<file path="src/rtl/led_driver_pkg.sv">
`default_nettype none
// +----------------------------------------------------------------------------+
// | led_driver_pkg                                                             |
// | Shared widths, arbiter state/owner encodings and the arbitration rule.     |
// | Revision: 1.0                                                              |
// +----------------------------------------------------------------------------+
package led_driver_pkg;

  localparam int ADDR_W = 3;
  localparam int DATA_W = 8;

  typedef enum logic [1:0] {
    IDLE   = 2'd0,
    ACCESS = 2'd1,
    RESP   = 2'd2,
    LOCKED = 2'd3
  } arb_state_t;

  typedef enum logic [1:0] {
    OWN_NONE = 2'b00,
    OWN_A    = 2'b01,
    OWN_B    = 2'b10
  } owner_t;

  // A has fixed priority unless B has been starved long enough.
  function automatic owner_t pick_winner(input logic a, input logic b, input logic starved);
    if (a && b) return starved ? OWN_B : OWN_A;
    else if (a) return OWN_A;
    else if (b) return OWN_B;
    else        return OWN_NONE;
  endfunction

endpackage
`default_nettype wire

</file>
<file path="src/rtl/arb_wait_counter.sv">
`default_nettype none
// +----------------------------------------------------------------------------+
// | arb_wait_counter                                                           |
// | Saturating count of cycles port B has waited; sat flags starvation.        |
// | Revision: 1.0                                                              |
// +----------------------------------------------------------------------------+
module arb_wait_counter #(
  parameter int MAX_WAIT = 16
) (
  input  logic clk,
  input  logic reset_n,
  input  logic inc,
  input  logic clr,
  output logic sat
);

  localparam int                CNT_W     = $clog2(MAX_WAIT + 1);
  localparam logic [CNT_W-1:0]  C_MAX_CNT = CNT_W'(MAX_WAIT);

  logic [CNT_W-1:0] r_cnt;

  always_ff @(posedge clk or negedge reset_n) begin
    if (!reset_n)                         r_cnt <= '0;
    else if (clr)                         r_cnt <= '0;
    else if (inc && (r_cnt != C_MAX_CNT)) r_cnt <= r_cnt + CNT_W'(1);
  end

  assign sat = (r_cnt == C_MAX_CNT);

endmodule
`default_nettype wire

</file>
<file path="src/rtl/reg_bus_arbiter.sv">
`default_nettype none
// +----------------------------------------------------------------------------+
// | reg_bus_arbiter                                                            |
// | Two-master arbiter serialising single-register accesses onto a strobe bus. |
// | Revision: 1.0                                                              |
// +----------------------------------------------------------------------------+
module reg_bus_arbiter
  import led_driver_pkg::*;
#(
  parameter int MAX_WAIT = 16
) (
  input  logic              clk,
  input  logic              reset_n,
  input  logic              a_req,
  input  logic              a_we,
  input  logic              a_lock,
  input  logic [ADDR_W-1:0] a_addr,
  input  logic [DATA_W-1:0] a_wdata,
  output logic              a_done,
  output logic [DATA_W-1:0] a_rdata,
  input  logic              b_req,
  input  logic              b_we,
  input  logic [ADDR_W-1:0] b_addr,
  input  logic [DATA_W-1:0] b_wdata,
  output logic              b_done,
  output logic [DATA_W-1:0] b_rdata,
  output logic [ADDR_W-1:0] reg_addr,
  output logic [DATA_W-1:0] reg_wdata,
  output logic              reg_w_en,
  output logic              reg_r_en,
  input  logic [DATA_W-1:0] reg_rdata,
  output logic [1:0]        owner
);

  arb_state_t        r_state;
  owner_t            r_owner;
  owner_t            w_winner;
  logic              r_we;
  logic [ADDR_W-1:0] r_addr;
  logic [DATA_W-1:0] r_wdata;
  logic              r_w_en;
  logic              r_r_en;
  logic              r_a_done;
  logic              r_b_done;
  logic [DATA_W-1:0] r_a_rdata;
  logic [DATA_W-1:0] r_b_rdata;
  logic              w_sat;
  logic              w_take_b;
  logic              w_sel_we;
  logic [ADDR_W-1:0] w_sel_addr;
  logic [DATA_W-1:0] w_sel_wdata;

  assign w_winner    = pick_winner(a_req, b_req, w_sat);
  assign w_take_b    = (r_state == IDLE) && (w_winner == OWN_B);
  assign w_sel_we    = w_take_b ? b_we    : a_we;
  assign w_sel_addr  = w_take_b ? b_addr  : a_addr;
  assign w_sel_wdata = w_take_b ? b_wdata : a_wdata;

  arb_wait_counter #(
    .MAX_WAIT (MAX_WAIT)
  ) u_wait_counter (
    .clk     (clk),
    .reset_n (reset_n),
    .inc     (b_req && (r_owner != OWN_B)),
    .clr     (w_take_b),
    .sat     (w_sat)
  );

  always_ff @(posedge clk or negedge reset_n) begin
    if (!reset_n) begin
      r_state   <= IDLE;
      r_owner   <= OWN_NONE;
      r_we      <= 1'b0;
      r_addr    <= '0;
      r_wdata   <= '0;
      r_w_en    <= 1'b0;
      r_r_en    <= 1'b0;
      r_a_done  <= 1'b0;
      r_b_done  <= 1'b0;
      r_a_rdata <= '0;
      r_b_rdata <= '0;
    end else begin
      r_w_en   <= 1'b0;
      r_r_en   <= 1'b0;
      r_a_done <= 1'b0;
      r_b_done <= 1'b0;
      case (r_state)
        IDLE: begin
          if (w_winner != OWN_NONE) begin
            r_state <= ACCESS;
            r_owner <= w_winner;
            r_we    <= w_sel_we;
            r_addr  <= w_sel_addr;
            r_wdata <= w_sel_wdata;
            r_w_en  <= w_sel_we;
            r_r_en  <= !w_sel_we;
          end
        end
        ACCESS: begin
          r_state  <= RESP;
          r_a_done <= (r_owner == OWN_A);
          r_b_done <= (r_owner == OWN_B);
        end
        RESP: begin
          if (!r_we) begin
            if (r_owner == OWN_A) r_a_rdata <= reg_rdata;
            else                  r_b_rdata <= reg_rdata;
          end
          if ((r_owner == OWN_A) && a_lock) begin
            r_state <= LOCKED;
          end else begin
            r_state <= IDLE;
            r_owner <= OWN_NONE;
          end
        end
        LOCKED: begin
          // Locked bursts skip arbitration entirely; B is not considered here.
          if (a_req) begin
            r_state <= ACCESS;
            r_we    <= w_sel_we;
            r_addr  <= w_sel_addr;
            r_wdata <= w_sel_wdata;
            r_w_en  <= w_sel_we;
            r_r_en  <= !w_sel_we;
          end else if (!a_lock) begin
            r_state <= IDLE;
            r_owner <= OWN_NONE;
          end
        end
        default: r_state <= IDLE;
      endcase
    end
  end

  // Read data arrives in the done cycle, so it bypasses the holding register then.
  assign a_rdata   = (r_a_done && !r_we) ? reg_rdata : r_a_rdata;
  assign b_rdata   = (r_b_done && !r_we) ? reg_rdata : r_b_rdata;
  assign a_done    = r_a_done;
  assign b_done    = r_b_done;
  assign reg_addr  = r_addr;
  assign reg_wdata = r_wdata;
  assign reg_w_en  = r_w_en;
  assign reg_r_en  = r_r_en;
  assign owner     = r_owner;

endmodule
`default_nettype wire

</file>
<file path="config.mk">
export PLATFORM = sky130hd
export DESIGN_NAME = reg_bus_arbiter
export DESIGN_NICKNAME = d
export VERILOG_FILES = /design/src/rtl/led_driver_pkg.sv /design/src/rtl/arb_wait_counter.sv /design/src/rtl/reg_bus_arbiter.sv
export SDC_FILE = /design/constraint.sdc
export NUM_CORES = 1
export LEC_CHECK = 0
export ABC_AREA = 1
export CAP_MARGIN = 25
export CELL_PAD_IN_SITES_DETAIL_PLACEMENT = 0
export CELL_PAD_IN_SITES_GLOBAL_PLACEMENT = 2
export CORE_UTILIZATION = 24
export CTS_BUF_LIST = sky130_fd_sc_hd__clkbuf_2 sky130_fd_sc_hd__clkbuf_4 sky130_fd_sc_hd__clkbuf_8
export DETAILED_ROUTE_END_ITERATION = 10
export PLACE_DENSITY_LB_ADDON = 0.08
export SLEW_MARGIN = 20
export SYNTH_ARGS = -nofsm -noshare
export SYNTH_HDL_FRONTEND = slang
export SYNTH_SLANG_ARGS = --single-unit
</file>
<file path="constraint.sdc">
create_clock -name clk -period 1.65 [get_ports clk]
set_clock_uncertainty 0.15 [all_clocks]
set_input_delay 0.165 -clock clk [delete_from_list [all_inputs] [get_ports clk]]
set_output_delay 0.165 -clock clk [all_outputs]
set_load 0.05 [all_outputs]
</file>
== Word-level counts from Yosys, hierarchy flattened ==
Index checks and enable logic that the tools add are counted.

* RAM bits: 0
* Register bits: 41
* Input bits: 37
* Latch bits: 0
* Logic and storage cells: 86
* Memory bits (read-only): 0
* Memories: 0

* $mul: 0
* Shift-type cells: 0
* Mux-type cells: 37
* Equality and inequality tests: 15
* Bitwise gates (word level): 2
* Add/subtract/negate cells: 1
* Order comparisons: 0
* Div/mod/pow operators: 0
* Reduce and logical (&&, ||, !) cells: 19

{| class="wikitable"
|+ Operators by type and width
! cell !! count
|-
| 8-bit 2-to-1 mux || 5
|-
| 2-bit 2-to-1 mux || 11
|-
| 8-bit one-hot mux with 2 select lines || 1
|-
| 5-bit 2-to-1 mux || 2
|-
| 2-bit != test (second input constant) || 5
|-
| 1-bit 2-to-1 mux || 9
|-
| 3-bit 2-to-1 mux || 3
|-
| 3-bit AND reduction || 3
|-
| 2-bit == test (second input constant) || 4
|-
| 2-bit one-hot mux with 4 select lines || 1
|-
| 1-bit logical AND || 7
|-
| 1-bit one-hot mux with 2 select lines || 3
|-
| 2-bit one-hot mux with 3 select lines || 1
|-
| 3-bit one-hot mux with 2 select lines || 1
|-
| 2-bit nonzero test || 3
|-
| 5-bit by 1-bit adder with 5-bit output (second input constant) || 1
|-
| 5-bit == test (second input constant) || 1
|-
| 5-bit != test (second input constant) || 1
|-
| 5-bit AND reduction || 1
|-
| 2-bit by 1-bit == test with 1-bit output (second input constant) || 2
|-
| 3-bit != test (second input constant) || 1
|-
| 3-bit nonzero test || 1
|-
| 1-bit zero test || 2
|-
| 2-bit zero test || 1
|-
| 3 further kinds || 4
|}

== Logic depth before layout (Yosys ltp) ==
* Depth in word-level cells: 9
* Depth in mapped cells: 11

== By module ==
A second synthesis with hierarchy kept.

* Cells, all modules: 316
* Area, all modules: 2,368.5 µm²

{| class="wikitable"
|+ By module, submodules not included
! module !! instances !! sequential area each (µm²) !! area an instance (µm²) !! cells an instance
|-
| reg_bus_arbiter || 1 || 900.9 || 2,024.4 || 275
|-
| arb_wait_counter || 1 || 125.1 || 344.1 || 41
|}

== Worst setup path before layout ==
Ideal clock, no wire load.

* Path type: register to output
* Start: reg r_a_done, in the netlist a_done
* End: out a_rdata[0]
* Data arrival time: 2.142 ns
* Stages on the path, launching flop included: 4
* Slack: -0.807 ns
* Path buffers: 1
* Cells stage by stage: dfrtp_1 -> nand2_1 -> clkbuf_1 -> o21ai_0

* Longest elaborated chain between the ends: 2

{| class="wikitable"
|+ Ends and longest elaborated chain
! what !! line !! text
|-
| start, declared || reg_bus_arbiter.sv:43 || <nowiki>logic r_a_done;</nowiki>
|-
| start signal, assigned || reg_bus_arbiter.sv:101 || <nowiki>r_a_done <= (r_owner == OWN_A);</nowiki>
|-
| 1-bit logical AND || reg_bus_arbiter.sv:136 || <nowiki>assign a_rdata = (r_a_done && !r_we) ? reg_rdata : r_a_rdata;</nowiki>
|-
| 8-bit 2-to-1 mux || reg_bus_arbiter.sv:136 ||
|-
| end, declared || reg_bus_arbiter.sv:20 || <nowiki>output logic [DATA_W-1:0] a_rdata,</nowiki>
|}

Every way passes these cells.

== Worst setup path after layout ==
* Start: reg r_we
* End: out a_rdata[2]

* Longest elaborated chain between the ends: 3

{| class="wikitable"
|+ Ends and longest elaborated chain
! what !! line !! text
|-
| start, declared || reg_bus_arbiter.sv:38 || <nowiki>logic r_we;</nowiki>
|-
| start signal, assigned || reg_bus_arbiter.sv:92 || <nowiki>r_we <= w_sel_we;</nowiki>
|-
| start signal, assigned || reg_bus_arbiter.sv:120 || <nowiki>r_we <= w_sel_we;</nowiki>
|-
| 1-bit zero test || reg_bus_arbiter.sv:136 ||
|-
| 1-bit logical AND || reg_bus_arbiter.sv:136 ||
|-
| 8-bit 2-to-1 mux || reg_bus_arbiter.sv:136 ||
|}

Every way passes these cells.

==> results.toml <==
[run_status]
status = "finished, violations left"
violations = "design-rule violations, negative setup slack"

[cts]
root_buffer = "clkbuf_8"
clkTransAtPathRegs_ns = 0.09
cts_tree = "built"
h-tree-depth = 2
clk_latency_ns = 0.29
clk_path_buf_depth = 2
numCtsBuffers = 5
cts_num_sinks = 41

[drt]
via_per_inst = 4.32
wirelength_um = 6630
drc_errors = 5
wl_met1_um = 3040
num_vias = 2164
wl_per_cell_um = 13.2
met3_wirelength_um = 279
drt_pre_antenna_iters = 9
drtIter0Drc = 63
ant_nets = 0
maxUsedRoutingLayer = "met4"
met2_length_um = 3240

[global_route]
first_global_vias = 2120
antenna_found_initial = 0
gr-total-overflow = 0
track_usage = 0.136
grt_max_degree = 42
grt_pass1_wl_um = 10400

[timing]
fin_ws_ns = -0.0900
finalHoldViolations = 0
tightestPinTransition_ns = 0.263
maxSlewViolCount = 0
slew_headroom = 0.825
fin_crit_sh = 1.05
rsz0062_at_grt = "yes"
layout_min_cycle_time_ns = 1.74
timing.fmax_ghz = 0.575
setup_viol = 16

[cells_and_area]
area_growth_syn_to_layout_pct = 73.8
mostFrequentLayoutCells = "77 x nand2_1, 44 x inv_1, 39 x dfrtp_1"
finalNetCount = 436
finalNonFillerCells = 501
antenna_cells = 0
drive_gt1_frac = 0.336
layout_commonest_cell = "nand2_1"

[floorplan]
num_rows = 34
start_util = 0.252
die_x_um = 98.5
fp.dieArea_mm2 = 0.00970
top_level_ports = 70
core_mm2 = 0.00885
die_y_um = 98.5

[critical_path]
critPathKind = "register to primary output"
cp.required_ns = 1.33
worstPathArrival_ns = 1.43
start_kind = "register"
crit_path_end_kind = "primary output"
critPathMaxFanout = 8

[power_and_ir_drop]
powerDensity_mw_per_mm2 = 2100
power.switching_uw = 3940
p_comb_frac = 0.687
swShare = 0.483
finalPower_uw = 8160
p_int_uw = 4220
vdd_drop_max_uv = 718
seqPwrFrac = 0.222
power.leakage_uw = 0.00193
power.share.clock = 0.091

[logic_synthesis]
synth_edf_count = 0
synth_cell_types = 25
yosysSeqAreaShare = 0.459
synth-async-reset-ratio = 1.00
synth_fp_nets = 341
ys_warn_count = 0
synthCells = 297
synth-main-ff-cell = "dfrtp_1"
syn_avg_cell_area_um2 = 7.52
synth_area_mm2 = 0.00223
ys_ff_latch = 41

[placed_design]
port_buffers = 69
place_hpwl_um = 4560
placedCellCount = 486
gp_congestion = 0.753

[run]
drv_cap = 0

[min_path]
hp-class = "primary input to asynchronous set/reset pin"
==> final timing paths <==
path,cells past startpoint,slack [ns],end,startpoint
worst max register to register,10,0.10,reg_wdata[2],u_wait_counter.r_cnt[0]
max in group asynchronous,3,0.91,r_b_rdata[5],reset_n
worst min-delay path,3,0.21,b_done,reset_n
worst max-delay path,5,-0.09,a_rdata[2],r_we
min in group clk,5,0.34,reg_addr[1],a_addr[1]
worst min register to register,2,0.34,reg_addr[0],reg_addr[0]
==> cells by family after synthesis <==
logic type / Yosys count / synth area share
AO/OA/AOI/OAI: 43 / 0.0997
XOR/XNOR: 2 / 0.00784
adder cells (fa/ha/maj): 7 / 0.0392
buffers and inverters: 61 / 0.114
flip-flops: 41 / 0.459
AND/OR/NAND/NOR: 143 / 0.280
==> stage by stage <==
stage	setup TNS, ns	utilization	hold slack (ns)	instance area, µm²	setup WS [ns]
3_5_place_dp	-0.343	0.398	0.00933	3520	-0.0355
5_1_grt	-2.21	0.439	0.240	3880	-0.153
4_1_cts	-1.16	0.414	0.221	3660	-0.0941
3_3_place_gp	-0.0831	0.398	0.0147	3520	-0.0263
6_report	-1.18	0.439	0.207	3880	-0.0900
2_1_floorplan	0	-	-0.281	2420	0.0167
==> flip-flops by register name, summed over array words and instances (netlist names) <==
name,count
r_we,1
r_b_rdata,8
reg_addr,3
reg_wdata,8
r_a_rdata,8
reg_r_en,1
reg_w_en,1
a_done,1
owner,2
u_wait_counter.r_cnt,5
b_done,1
r_state,2
==> critical path, cell delays in order (launching register included) <==
cell and delay [ns]:
dfrtp_1 0.43, inv_2 0.11, nand2_4 0.08, clkbuf_16 0.19, o21ai_4 0.16, buf_12 0.15
==> synthesized netlist by cell type, types with 2 or more instances <==
library cell,instances,share of area
o21ai_0,36,0.081
a21oi_1,3,0.0067
buf_4,2,0.0067
nor2_1,7,0.012
dfrtp_1,41,0.46
nand2_1,91,0.15
ha_1,7,0.039
nor2_2,3,0.0084
nand3_1,34,0.076
clkbuf_1,4,0.0067
xor2_1,2,0.0078
buf_6,2,0.010
inv_1,50,0.084
nand2_4,3,0.015
buf_2,2,0.0045
==> power groups by stage <==
stage	registers [µW]	logic, µW	clock network, µW
global route	1890	6020	816
detailed placement	1800	5310	0
global placement	1800	5290	0
floorplan	2380	2550	0
finish	1810	5600	745
CTS	1810	5380	781
==> layout make-up <==
class | count | area, µm²
clock buffers | 7 | 96.3
fillers | 914 | 4970
repair buffers | 97 | 1120
multi-input cells | 196 | 1300
clock inverters | 1 | 5.00
inverters | 51 | 194
flip-flops and latches | 41 | 1030
well taps | 108 | 135
==> routing by layer <==
layer / track usage / vias to the layer above
met4: 0.0344 / 0
li1: - / 1115
met2: 0.229 / 49
met5: 0 / -
met3: 0.0291 / 6
met1: 0.177 / 994
==> timing repair <==
item | CTS | global route
hold endpoints to repair | 41 | 0
buffers inserted | 1 | 2
cloned | 0 | 3
pin swaps | 0 | 10
gates resized for setup | 10 | 38
hold buffers | 1 | 0
setup endpoints to repair | 16 | 54
No activity file was read; power rests on OpenSTA's default activity.
